--- config.mk ---
export PLATFORM = sky130hd
export DESIGN_NAME = fetch_stage_flat
export DESIGN_NICKNAME = d
export VERILOG_FILES = /design/src/rtl/fetch_stage_if.sv /design/src/rtl/fetch_stage.sv /design/src/flat_wrapper.sv
export SDC_FILE = /design/constraint.sdc
export NUM_CORES = 1
export LEC_CHECK = 0
export BUFFER_PORTS_ARGS = -buffer_cell sky130_fd_sc_hd__clkbuf_2
export CAP_MARGIN = 20
export CORE_ASPECT_RATIO = 1.25
export CORE_UTILIZATION = 57
export CTS_BUF_LIST = sky130_fd_sc_hd__clkbuf_4 sky130_fd_sc_hd__clkbuf_8
export DETAILED_ROUTE_END_ITERATION = 12
export GPL_TIMING_DRIVEN = 0
export HOLD_SLACK_MARGIN = 0.08
export PLACE_DENSITY = 0.88
export SYNTH_ARGS = -nofsm -noshare
export SYNTH_HDL_FRONTEND = slang
export SYNTH_SLANG_ARGS = --single-unit
--- constraint.sdc ---
create_clock -name CLK -period 4.8 [get_ports CLK]
set_input_delay 0.96 -clock CLK [delete_from_list [all_inputs] [get_ports CLK]]
set_output_delay 0.96 -clock CLK [all_outputs]
set_load 0.01 [all_outputs]
--- src/rtl/fetch_stage_if.sv ---
// fetch_stage_if: handshake/bus bundle between the fetch stage and its surroundings.
// Signals: PCWrite/IFWrite (stall), Jump/BranchTaken/BranchTarget (redirect),
// InstrAddr/InstrIn (instruction memory), IFID_* and FetchCount (to decode/hazard unit).
interface fetch_stage_if;
  logic        PCWrite;
  logic        IFWrite;
  logic        Jump;
  logic        BranchTaken;
  logic [31:0] BranchTarget;
  logic [31:0] InstrAddr;
  logic [31:0] InstrIn;
  logic [31:0] IFID_Instr;
  logic [31:0] IFID_PCPlus4;
  logic        IFID_Valid;
  logic [31:0] FetchCount;
  modport master (
    output PCWrite, IFWrite, Jump, BranchTaken, BranchTarget, InstrIn,
    input  InstrAddr, IFID_Instr, IFID_PCPlus4, IFID_Valid, FetchCount
  );
  modport slave (
    input  PCWrite, IFWrite, Jump, BranchTaken, BranchTarget, InstrIn,
    output InstrAddr, IFID_Instr, IFID_PCPlus4, IFID_Valid, FetchCount
  );
endinterface

--- src/rtl/fetch_stage.sv ---
// fetch_stage: MIPS instruction fetch; owns the PC and the IF/ID register.
// Ports: CLK, Reset_L (async active-low), bus (fetch_stage_if.slave) carrying
// stall controls, redirects, instruction memory access, IF/ID outputs and FetchCount.
module fetch_stage #(
  parameter logic [31:0] RESET_PC  = 32'h0000_0000,
  parameter logic [31:0] NOP_INSTR = 32'h0000_0000
) (
  input logic         CLK,
  input logic         Reset_L,
  fetch_stage_if.slave bus
);
  logic [31:0] pc, pc_plus4, jump_target, next_pc;
  logic [31:0] ifid_instr, ifid_pc_plus4, fetch_count;
  logic        ifid_valid, redirect, load;
  assign pc_plus4    = pc + 32'd4;
  // Jump fields come from the jump itself, which sits in IF/ID while it decodes.
  assign jump_target = {ifid_pc_plus4[31:28], ifid_instr[25:0], 2'b00};
  assign redirect    = bus.BranchTaken | bus.Jump;
  assign load        = !redirect && bus.IFWrite;
  // The branch is older than the jump, so it wins; a redirect also overrides a stall.
  always_comb
    next_pc = bus.BranchTaken ? {bus.BranchTarget[31:2], 2'b00} :
              bus.Jump        ? jump_target :
              bus.PCWrite     ? pc_plus4 : pc;
  always_ff @(posedge CLK or negedge Reset_L)
    if (!Reset_L) begin
      pc            <= RESET_PC;
      ifid_instr    <= NOP_INSTR;
      ifid_pc_plus4 <= '0;
      ifid_valid    <= 1'b0;
      fetch_count   <= '0;
    end else begin
      pc <= next_pc;
      if (redirect) begin
        ifid_instr    <= NOP_INSTR;
        ifid_pc_plus4 <= '0;
        ifid_valid    <= 1'b0;
      end else if (bus.IFWrite) begin
        ifid_instr    <= bus.InstrIn;
        ifid_pc_plus4 <= pc_plus4;
        ifid_valid    <= 1'b1;
      end
      if (load) fetch_count <= fetch_count + 32'd1;
    end
  assign bus.InstrAddr    = pc;
  assign bus.IFID_Instr   = ifid_instr;
  assign bus.IFID_PCPlus4 = ifid_pc_plus4;
  assign bus.IFID_Valid   = ifid_valid;
  assign bus.FetchCount   = fetch_count;
endmodule

--- src/flat_wrapper.sv ---
// flat-port wrapper written by rule: the top's interface ports become plain ports
module fetch_stage_flat 
#(
  parameter logic [31:0] RESET_PC  = 32'h0000_0000,
  parameter logic [31:0] NOP_INSTR = 32'h0000_0000
)
  (CLK, Reset_L, bus_PCWrite, bus_IFWrite, bus_Jump, bus_BranchTaken, bus_BranchTarget, bus_InstrIn, bus_InstrAddr, bus_IFID_Instr, bus_IFID_PCPlus4, bus_IFID_Valid, bus_FetchCount);
  fetch_stage_if bus_i ();
  input logic CLK;
  input logic Reset_L;
  input wire logic [$bits(bus_i.PCWrite)-1:0] bus_PCWrite;
  input wire logic [$bits(bus_i.IFWrite)-1:0] bus_IFWrite;
  input wire logic [$bits(bus_i.Jump)-1:0] bus_Jump;
  input wire logic [$bits(bus_i.BranchTaken)-1:0] bus_BranchTaken;
  input wire logic [$bits(bus_i.BranchTarget)-1:0] bus_BranchTarget;
  input wire logic [$bits(bus_i.InstrIn)-1:0] bus_InstrIn;
  output wire logic [$bits(bus_i.InstrAddr)-1:0] bus_InstrAddr;
  output wire logic [$bits(bus_i.IFID_Instr)-1:0] bus_IFID_Instr;
  output wire logic [$bits(bus_i.IFID_PCPlus4)-1:0] bus_IFID_PCPlus4;
  output wire logic [$bits(bus_i.IFID_Valid)-1:0] bus_IFID_Valid;
  output wire logic [$bits(bus_i.FetchCount)-1:0] bus_FetchCount;
  assign bus_i.PCWrite = bus_PCWrite;
  assign bus_i.IFWrite = bus_IFWrite;
  assign bus_i.Jump = bus_Jump;
  assign bus_i.BranchTaken = bus_BranchTaken;
  assign bus_i.BranchTarget = bus_BranchTarget;
  assign bus_i.InstrIn = bus_InstrIn;
  assign bus_InstrAddr = bus_i.InstrAddr;
  assign bus_IFID_Instr = bus_i.IFID_Instr;
  assign bus_IFID_PCPlus4 = bus_i.IFID_PCPlus4;
  assign bus_IFID_Valid = bus_i.IFID_Valid;
  assign bus_FetchCount = bus_i.FetchCount;
  fetch_stage #(.RESET_PC(RESET_PC), .NOP_INSTR(NOP_INSTR)) u_core (.CLK(CLK), .Reset_L(Reset_L), .bus(bus_i));
endmodule
==> summary.md, run 1 <==
| Metric | Value |
|---|---|
| EDFF count, synth | 0 |
| Hold Path Class | in -> async |
| Setup TNS | 0 ns |
| Synth top area share | 0.493 |
| NumNets Final | 936 |
| Pre-antenna DRT Iters | 6 |
| YS warnings | 0 |
| FMAX | 0.319 GHz |
| Htree depth | 4 |
| Worst-Margin Slew | 0.842 ns |
| CTS resizes | 0 |
| I/O Buffers | 192 |
| Clock sink count | 125 |
| Core ar. | 10700 um^2 |
| Yosys reg bits | 125 |
| Fraction of registers with async set/reset | 1.00 |
| Avg Cell Area, Syn | 9.77 um^2 |
| Clk slew on worst S/H paths | 0.07 ns |
| Synth area leaders | dfrtp_1, xnor2_1, mux2i_1 |
| Final clock skew | 0.00739 ns |
| Total power | 2700 uW |
| Static leakage | 0.00386 uW |
| Crit-path most repeated cell | clkbuf_1 |
| Crit-path slowest cell | clkbuf_1 |
| Largest net degree at the start of global routing | 94 |
| DP HPWL | 13900 um |
| CTS tree | yes |
| CP Capture Type | flip-flop |
| Setup Crit Path Kind | in -> reg |
| DRC violations left | 0 |
| Via density | 6.08 |
| Slew margin rel. | 0.437 |
| Overall routing resource usage | 0.340 |
| Crit Path Max Fanout | 10 |
| Layout cells sized above 1 | 0.278 |
| Area Overhead vs Synth | 26.0% |
| Root Driver | clkbuf_8 |
| Crit path launch type | input port |
| IO Count | 199 |
| Via Count | 6131 |
| Period minus WS final | 3.14 ns |
| P per Cell Area | 338 nW/um^2 |
| Critical path arrival | 3.45 ns |
| # rows | 42 |
| Die area | 11600 um^2 |
| Synth Flop Type | dfrtp_1 |
| Register area share after synthesis | 0.493 |
| Req. time, crit path | 5.12 ns |
| Starting Density | 0.592 |
| Mapped Area | 6340 um^2 |
| Antenna violations before repair | 0 |
| Netlist cell types | 46 |
| Cell Chain, Critical Path | clkbuf_2 > clkbuf_1 > or2_2 > clkbuf_1 > clkbuf_1 > clkbuf_1 > nor2_1 |
| MaxCap Viol Count | 0 |
| Post-CTS Hold Fix Bufs | 0 |
| Leading area contributor after synthesis | dfrtp_1 |
| Die height | 120 um |
| Worst IR Drop VDD | 211 uV |
| Maximum clock path buffer count | 2 |
| Clk_lat worst skew | 0.45 ns |
| Part of the cycle the worst path needs | 0.654 |
| Final RePlAce weighted congestion | 0.891 |
| First-pass GRT wire length | 29500 um |
| RSZ-0062 raised after global routing | false |
| Drt first-iter violations | 482 |
| WL/cell | 18.7 um |
| Grt ovf | 0 |
| Final Hold Fails | 0 |
| Gate Count Post-Synth | 649 |
| Slew Limit Fails | 0 |
| Max incr delay on CP | 0.60 ns |
| Routed WL | 18900 um |
| Status | finished clean |
| TritonCTS Buffers | 17 |
| Vias in the first global route | 6074 |
| DIE WIDTH | 96.3 um |
| # Post-CTS Setup Buffers | 0 |
| Antenna Nets Post-Route | 0 |
| Number of antenna diodes | 0 |
| Setup violators final | 0 |
-- critical path, delay by kind of cell --
kind / cells / cell delay [ns]
buf+inv: 5 / 2.15
simple gates: 2 / 0.33
-- final timing paths --
| kind | slack, ns | from | end | depth (start not counted) |
|---|---|---|---|---|
| worst max-delay path | 1.66 | bus_BranchTaken | u_core.bus.IFID_Instr[3] | 7 |
| worst min-delay path | 0.41 | Reset_L | u_core.bus.IFID_PCPlus4[16] | 1 |
| worst max register to register | 2.48 | u_core.bus.InstrAddr[2] | u_core.bus.InstrAddr[22] | 6 |
| worst min register to register | 0.47 | u_core.bus.FetchCount[31] | u_core.bus.FetchCount[31] | 1 |
| max in group asynchronous | 3.65 | Reset_L | u_core.bus.IFID_PCPlus4[30] | 2 |
| min in group CLK | 0.47 | u_core.bus.FetchCount[31] | u_core.bus.FetchCount[31] | 1 |
-- cell usage after synthesis, drive strengths merged (10+ instances only) --
master,n
dfrtp,125
nand3,20
a2bb2oi,10
xor2,18
inv,10
o21ai,46
nor2b,14
nand4,19
nor2,65
clkbuf,37
a22oi,14
mux2i,35
and4,10
nand2,45
xnor2,42
a21oi,57
-- layout make-up --
class	count	area [um^2]
sequential	125	3130
multi-input combinational	471	2990
fill	810	2730
timing repair buffer	193	997
clock buffer	19	262
clock inverter	13	213
buffer	46	200
tap	132	165
inverter	10	37.5
-- placed cells by master, fill, tap and decap left out, drive strengths merged, types with 2 or more instances in the layout --
master and count:
a2bb2oi 10, conb 4, or4 4, buf 10, and3 5, clkbuf 248
nor2b 14, a21oi 57, xnor2 42, or3 2, nand4 19, a22o 3
a31o 2, a31oi 6, nor2 65, mux2i 35, and2 6, nand3 20
o21ai 46, o2bb2a 2, and4 10, clkinv 4, a211oi 6, inv 11
bufinv 5, ha 2, o31ai 6, nor3 7, nor4 5, o22a 5
clkinvlp 3, xor2 18, dfrtp 125, o21a 4, nand2 45, a22oi 14
-- flip-flops by register name, indices dropped and copies added, names as in the netlist --
signal                   cells
u_core.bus.InstrAddr        30
u_core.bus.IFID_PCPlus4     30
u_core.bus.FetchCount       32
u_core.bus.IFID_Instr       32
u_core.bus.IFID_Valid        1
-- layer usage --
| metal | vias to the layer above | share of wire | routed length [um] | global-route usage |
|---|---|---|---|---|
| met2 | 341 | 0.50 | 9400 | 0.565 |
| met4 | 0 | 0.046 | 875 | 0.185 |
| li1 | 2736 | - | - | - |
| met1 | 2968 | 0.38 | 7090 | 0.392 |
| met3 | 86 | 0.080 | 1520 | 0.0938 |
| met5 | - | 0 | 0 | 0 |
-- kinds of logic after synthesis --
group	after synthesis	share of synthesized area
flops	125	0.493
mux	36	0.0570
other cells	1	0.000591
xor+xnor	60	0.0829
fa+ha+maj	2	0.00395
buf+inv	56	0.0375
simple gates	204	0.166
compound gates	165	0.159
-- metrics by stage --
| stage | area, um^2 | std cells | worst slack [ns] | util | hold WS, ns |
|---|---|---|---|---|---|
| after floorplan | 6350 | 652 | 2.41 | - | 0.508 |
| after global placement | 7480 | 976 | 0.898 | 0.698 | 0.466 |
| after detailed placement | 7510 | 977 | 1.35 | 0.701 | 0.462 |
| after CTS | 7990 | 1009 | 1.80 | 0.745 | 0.406 |
| after global routing | 7990 | 1009 | 1.64 | 0.745 | 0.410 |
| final | 7990 | 1009 | 1.66 | 0.745 | 0.413 |
-- power by group --
| part | switching, uW | internal (uW) | total, uW |
|---|---|---|---|
| Sequential | 82.9 | 1120 | 1200 |
| Clock | 444 | 649 | 1090 |
| Combinational | 237 | 171 | 408 |
Note: power is estimated with default switching activity, not from simulation.
==> run 2: changes to the inputs <==
Settings changed: ABC_AREA from default to 1, CORE_UTILIZATION 57 to 54, PLACE_DENSITY 0.88 to 0.83.
Clock period 4.8 ns to 2.9 ns, I/O delays scaled along.
==> run 2 against run 1 <==
  * Die area grew 8.6%
  * Non-clock buffer count shrank 12
  * First-iteration DRC count shrank 22%
  * Critical path type is now reg -> reg
  * Setup slack lost 0.50 ns
  * Sequential share of layout area shrank 0.64 points
  * Critical path depth grew 1
  * Cell area grew 1.7%
  * Global-route usage shrank 1.4 points
  * Utilization shrank 5.3 points
  * Power grew 52%
==> summary.md, run 2 <==
| Metric | Value |
|---|---|
| Setup Crit Path Kind | reg -> reg |
| RSZ-0062 raised after global routing | false |
| Number of antenna diodes | 0 |
| Fraction of registers with async set/reset | 1.00 |
| Synth Flop Type | dfrtp_1 |
| Period minus WS final | 1.74 ns |
| Leading area contributor after synthesis | dfrtp_1 |
| Die height | 125 um |
| Req. time, crit path | 3.20 ns |
| P per Cell Area | 505 nW/um^2 |
| Avg Cell Area, Syn | 8.05 um^2 |
| Crit path launch type | flip-flop |
| Worst reg2reg path depth | 8 |
| Via Count | 6499 |
| NumNets Final | 1100 |
| Static leakage | 0.00421 uW |
| # Post-CTS Setup Buffers | 0 |
| # rows | 44 |
| Netlist cell types | 37 |
| Root Driver | clkbuf_8 |
| Core ar. | 11700 um^2 |
| Overall routing resource usage | 0.327 |
| Hold Crit Depth | 3 |
| Most common cell after layout, fill and taps aside | nand2_1 |
| Slew margin rel. | 0.554 |
| Worst-Margin Slew | 0.670 ns |
| Most frequent cell after synthesis | nand2_1 |
| Mapped Area | 6540 um^2 |
| Setup violators final | 0 |
| Synth area leaders | dfrtp_1, nand2_1, nor2_1 |
| WL/cell | 16.2 um |
| DP HPWL | 15000 um |
| Synth top cells by count | nand2_1, dfrtp_1, nor2_1 |
| Register area share after synthesis | 0.479 |
| Area Overhead vs Synth | 24.3% |
| Cell Count, Final, Fillers Out | 1199 |
| EDFF count, synth | 0 |
| Pre-antenna DRT Iters | 5 |
| Clock sink count | 125 |
| DRC violations left | 0 |
| Final RePlAce weighted congestion | 0.955 |
| Antenna violations before repair | 0 |
| Layout cells sized above 1 | 0.261 |
| FMAX | 0.576 GHz |
| Via density | 5.42 |
| Die area | 12600 um^2 |
| DIE WIDTH | 100 um |
| First-pass GRT wire length | 31500 um |
| TritonCTS Buffers | 17 |
| Worst IR Drop VDD | 273 uV |
| Status | finished clean |
| Starting Density | 0.557 |
| Largest net degree at the start of global routing | 87 |
| R2R Setup Slk | 1.16 ns |
| Hold Path Class | in -> reg |
| Inst Count DP | 1169 |
| Routed WL | 19400 um |
| I/O Buffers | 192 |
| IO Count | 199 |
| Part of the cycle the worst path needs | 0.599 |
| Drt first-iter violations | 378 |
| Clk_lat worst skew | 0.43 ns |
| Vias in the first global route | 6423 |
| Htree depth | 4 |
| Clk slew on worst S/H paths | 0.07 ns |
| CTS tree | yes |
| Critical path arrival | 2.04 ns |
| Synth top area share | 0.479 |
| CP Capture Type | flip-flop |
| Antenna Nets Post-Route | 0 |
| YS warnings | 0 |
| MaxCap Viol Count | 0 |
| Yosys reg bits | 125 |
| Hold slack | 0.347 ns |
| Commonest cells after routing, fill and taps aside | nand2_1, clkbuf_2, dfrtp_1 |
| Final Hold Fails | 0 |
| Grt ovf | 0 |
| Maximum clock path buffer count | 2 |
| Crit Path Max Fanout | 5 |
| Gate Count Post-Synth | 812 |
| Final clock skew | 0.00754 ns |
| Slew Limit Fails | 0 |
run 2: kinds of logic after synthesis:
kind of cell | Yosys count | share of synthesized area
compound gates | 122 | 0.126
xor+xnor | 29 | 0.0400
fa+ha+maj | 2 | 0.00383
buf+inv | 96 | 0.0603
flops | 125 | 0.479
other cells | 1 | 0.000574
simple gates | 437 | 0.291
run 2: repair_timing:
action | in CTS | in global routing
hold buffers | 1 | 0
resized for setup | 0 | 0
hold endpoints to repair | 39 | 0
run 2: critical path, stage by stage (launching register included):
cell      delay, ns
dfrtp_1        0.44
ha_1           0.25
nand2_2        0.10
nor2_4         0.17
nand3b_1       0.22
o21ai_0        0.21
nand2_1        0.08
nand2_1        0.07
o21ai_0        0.07
run 2: cell type report:
class / count / area, um^2
buffer: 33 / 158
clock buffer: 21 / 270
clock inverter: 8 / 95.1
fill: 992 / 3600
inverter: 63 / 236
multi-input combinational: 594 / 3030
sequential: 125 / 3130
tap: 161 / 201
timing repair buffer: 194 / 1010
run 2: path summary, 6_finish.rpt:
kind | start | endpoint
max | u_core.bus.InstrAddr[3] | u_core.bus.IFID_PCPlus4[20]
min | bus_InstrIn[5] | u_core.bus.IFID_Instr[5]
max reg2reg | u_core.bus.InstrAddr[3] | u_core.bus.IFID_PCPlus4[20]
min reg2reg | u_core.bus.IFID_PCPlus4[19] | u_core.bus.IFID_PCPlus4[19]
max in group asynchronous | Reset_L | u_core.bus.IFID_Instr[26]
min in group asynchronous | Reset_L | u_core.bus.InstrAddr[9]
run 2: metrics by stage:
step	total power, uW	setup slack, ns	setup TNS [ns]	utilization	instance area [um^2]
after floorplan	2350	1.31	0	-	6550
final	4100	1.16	0	0.693	8120
after global placement	2660	-0.613	-74.97	0.657	7710
after CTS	4110	1.16	0	0.693	8120
after detailed placement	2680	0.851	0	0.661	7750
after global routing	4270	0.959	0	0.693	8120
run 2: where the power goes:
| part | internal [uW] | total (uW) | switching (uW) |
|---|---|---|---|
| registers | 1860 | 2020 | 164 |
| logic | 248 | 628 | 380 |
| clock network | 793 | 1450 | 654 |
run 2: routing by layer:
metal | share of wire | global-route usage | wire, um | vias up
met3 | 0.087 | 0.0783 | 1680 | 69
met2 | 0.50 | 0.548 | 9590 | 346
met5 | 0 | 0 | 0 | -
met1 | 0.37 | 0.380 | 7150 | 2993
met4 | 0.049 | 0.186 | 952 | 0
li1 | - | - | - | 3091
==> run 3: changes to the inputs <==
Settings changed: ABC_AREA 1 to 0, CORE_UTILIZATION 54 to 53, PLACE_DENSITY 0.83 to 0.82.
Clock period 2.9 ns to 1.8 ns, I/O delays scaled along.
==> run 3 against run 2 <==
  * The flow now finishes with violations (setup timing)
  * Die area is 1.1% lower
  * Critical endpoint is now u_core.bus.IFID_PCPlus4[26]
  * Cell area is 5.0% higher
  * Clock skew is 0.00086 ns higher
==> summary.md, run 3 (same netlist as run 1, synthesis figures left out) <==
| Metric | Value |
|---|---|
| Status | finished, violations left |
| Failing checks | setup timing |
| Commonest cells after routing, fill and taps aside | clkbuf_2, dfrtp_1, nor2_1 |
| Layout cells sized above 1 | 0.374 |
| Grt ovf | 0 |
| DP HPWL | 13200 um |
| WL/cell | 17.9 um |
| IO Count | 199 |
| CTS tree | yes |
| Cell Count, Final, Fillers Out | 1073 |
| # rows | 44 |
| Die area | 12400 um^2 |
| Overall routing resource usage | 0.307 |
| Hold Path Class | in -> reg |
| Family with the most delay on the worst path | simple AND/OR/NAND/NOR gates |
| DRC violations left | 0 |
| MaxCap Viol Count | 0 |
| Static leakage | 0.00418 uW |
| Final clock skew | 0.00839 ns |
| Period minus WS final | 1.91 ns |
| Clk_lat worst skew | 0.46 ns |
| DIE WIDTH | 99.8 um |
| Number of antenna diodes | 0 |
| Worst IR Drop VDD | 463 uV |
| Cell Chain, Critical Path | nand2_1 > or3_4 > or4_4 > xor2_2 > a21oi_2 |
| Max incr delay on CP | 0.54 ns |
| Crit path launch type | flip-flop |
| Antenna violations before repair | 0 |
| Antenna Nets Post-Route | 0 |
| Largest net degree at the start of global routing | 104 |
| Crit Path Max Fanout | 7 |
| Final RePlAce weighted congestion | 0.914 |
| Worst-Margin Slew | 0.753 ns |
| Via density | 5.75 |
| Part of the cycle the worst path needs | 1.06 |
| Setup Crit Path Kind | reg -> reg |
| Vias in the first global route | 5772 |
| Slew Limit Fails | 0 |
| Crit-path slowest cell | or4_4 |
| CP Capture Type | flip-flop |
| Routed WL | 19200 um |
| Clock sink count | 125 |
| Starting Density | 0.546 |
| Drt first-iter violations | 457 |
| Area Overhead vs Synth | 34.5% |
| Core ar. | 11600 um^2 |
| Hold slack | 0.109 ns |
| FMAX | 0.524 GHz |
| Final Hold Fails | 0 |
| Buf+Inv Stages, Crit Path | 0 |
| Maximum clock path buffer count | 2 |
| Htree depth | 4 |
| Root Driver | clkbuf_8 |
| Min setup slack post-route | -0.109 ns |
| Most common cell after layout, fill and taps aside | clkbuf_2 |
| Clk slew on worst S/H paths | 0.08 ns |
| Inst Count DP | 1006 |
| Critical path arrival | 2.24 ns |
| First-pass GRT wire length | 29200 um |
| Req. time, crit path | 2.13 ns |
| Setup violators final | 11 |
| Pre-antenna DRT Iters | 5 |
| Slew margin rel. | 0.498 |
| Die height | 124 um |
| I/O Buffers | 192 |
| P per Cell Area | 830 nW/um^2 |
| TritonCTS Buffers | 17 |
| RSZ-0062 raised after global routing | true |
| Via Count | 6170 |
| NumNets Final | 971 |
## run 3: report_power, final
group / internal (uW) / switching [uW]
combinational: 551 / 672
sequential: 2980 / 222
clock: 1510 / 1150
## run 3: timing repair
| item | in CTS | in global routing |
|---|---|---|
| pin swaps | 13 | 21 |
| gates cloned | 0 | 0 |
| resized for setup | 35 | 49 |
| buffers inserted | 20 | 19 |
| endpoints found under the hold margin | 22 | 0 |
| hold buffers | 1 | 0 |
| endpoints found under the setup margin | 103 | 67 |
## run 3: worst paths after layout
check	from	endpoint	slack [ns]	cells after the start
worst max register to register	u_core.bus.InstrAddr[14]	u_core.bus.IFID_PCPlus4[26]	-0.11	5
worst min-delay path	bus_BranchTarget[2]	u_core.bus.InstrAddr[2]	0.11	3
min in group asynchronous	Reset_L	u_core.bus.IFID_PCPlus4[16]	0.34	2
max in group asynchronous	Reset_L	u_core.bus.FetchCount[10]	0.69	3
worst max-delay path	u_core.bus.InstrAddr[14]	u_core.bus.IFID_PCPlus4[26]	-0.11	5
worst min register to register	u_core.bus.FetchCount[31]	u_core.bus.FetchCount[31]	0.47	1
## run 3: layout make-up
| type | count | area, um^2 |
|---|---|---|
| flip-flops and latches | 125 | 3150 |
| well taps | 161 | 201 |
| multi-input cells | 471 | 3190 |
| plain buffers | 41 | 199 |
| clock inverters | 10 | 138 |
| fillers | 830 | 3090 |
| repair buffers | 233 | 1320 |
| inverters | 10 | 37.5 |
| clock buffers | 22 | 290 |
## run 3: stage by stage
step | TNS (ns) | instance area [um^2] | setup WS (ns) | util | power [uW]
6_report | -0.589 | 8530 | -0.109 | 0.734 | 7080
5_1_grt | -1.69 | 8530 | -0.155 | 0.734 | 7340
4_1_cts | -2.43 | 8260 | -0.204 | 0.711 | 6980
3_5_place_dp | -59.86 | 7570 | -1.12 | 0.652 | 4310
3_3_place_gp | -261.71 | 7530 | -1.60 | 0.648 | 4280
2_1_floorplan | -1.66 | 6370 | -0.208 | - | 3800
## run 3: metal layers
metal / vias up / GRT usage / wire [um]
met5: - / 0 / 0
met4: 0 / 0.141 / 799
met3: 77 / 0.0842 / 1460
met2: 342 / 0.510 / 9430
met1: 2953 / 0.367 / 7480
li1: 2798 / - / -
## run 3: worst min-delay path, delay by kind of cell
family | cells | cell delay (ns)
AND/OR/NAND/NOR | 1 | 0.04
buffers and inverters | 1 | 0.08
AO/OA/AOI/OAI | 1 | 0.06
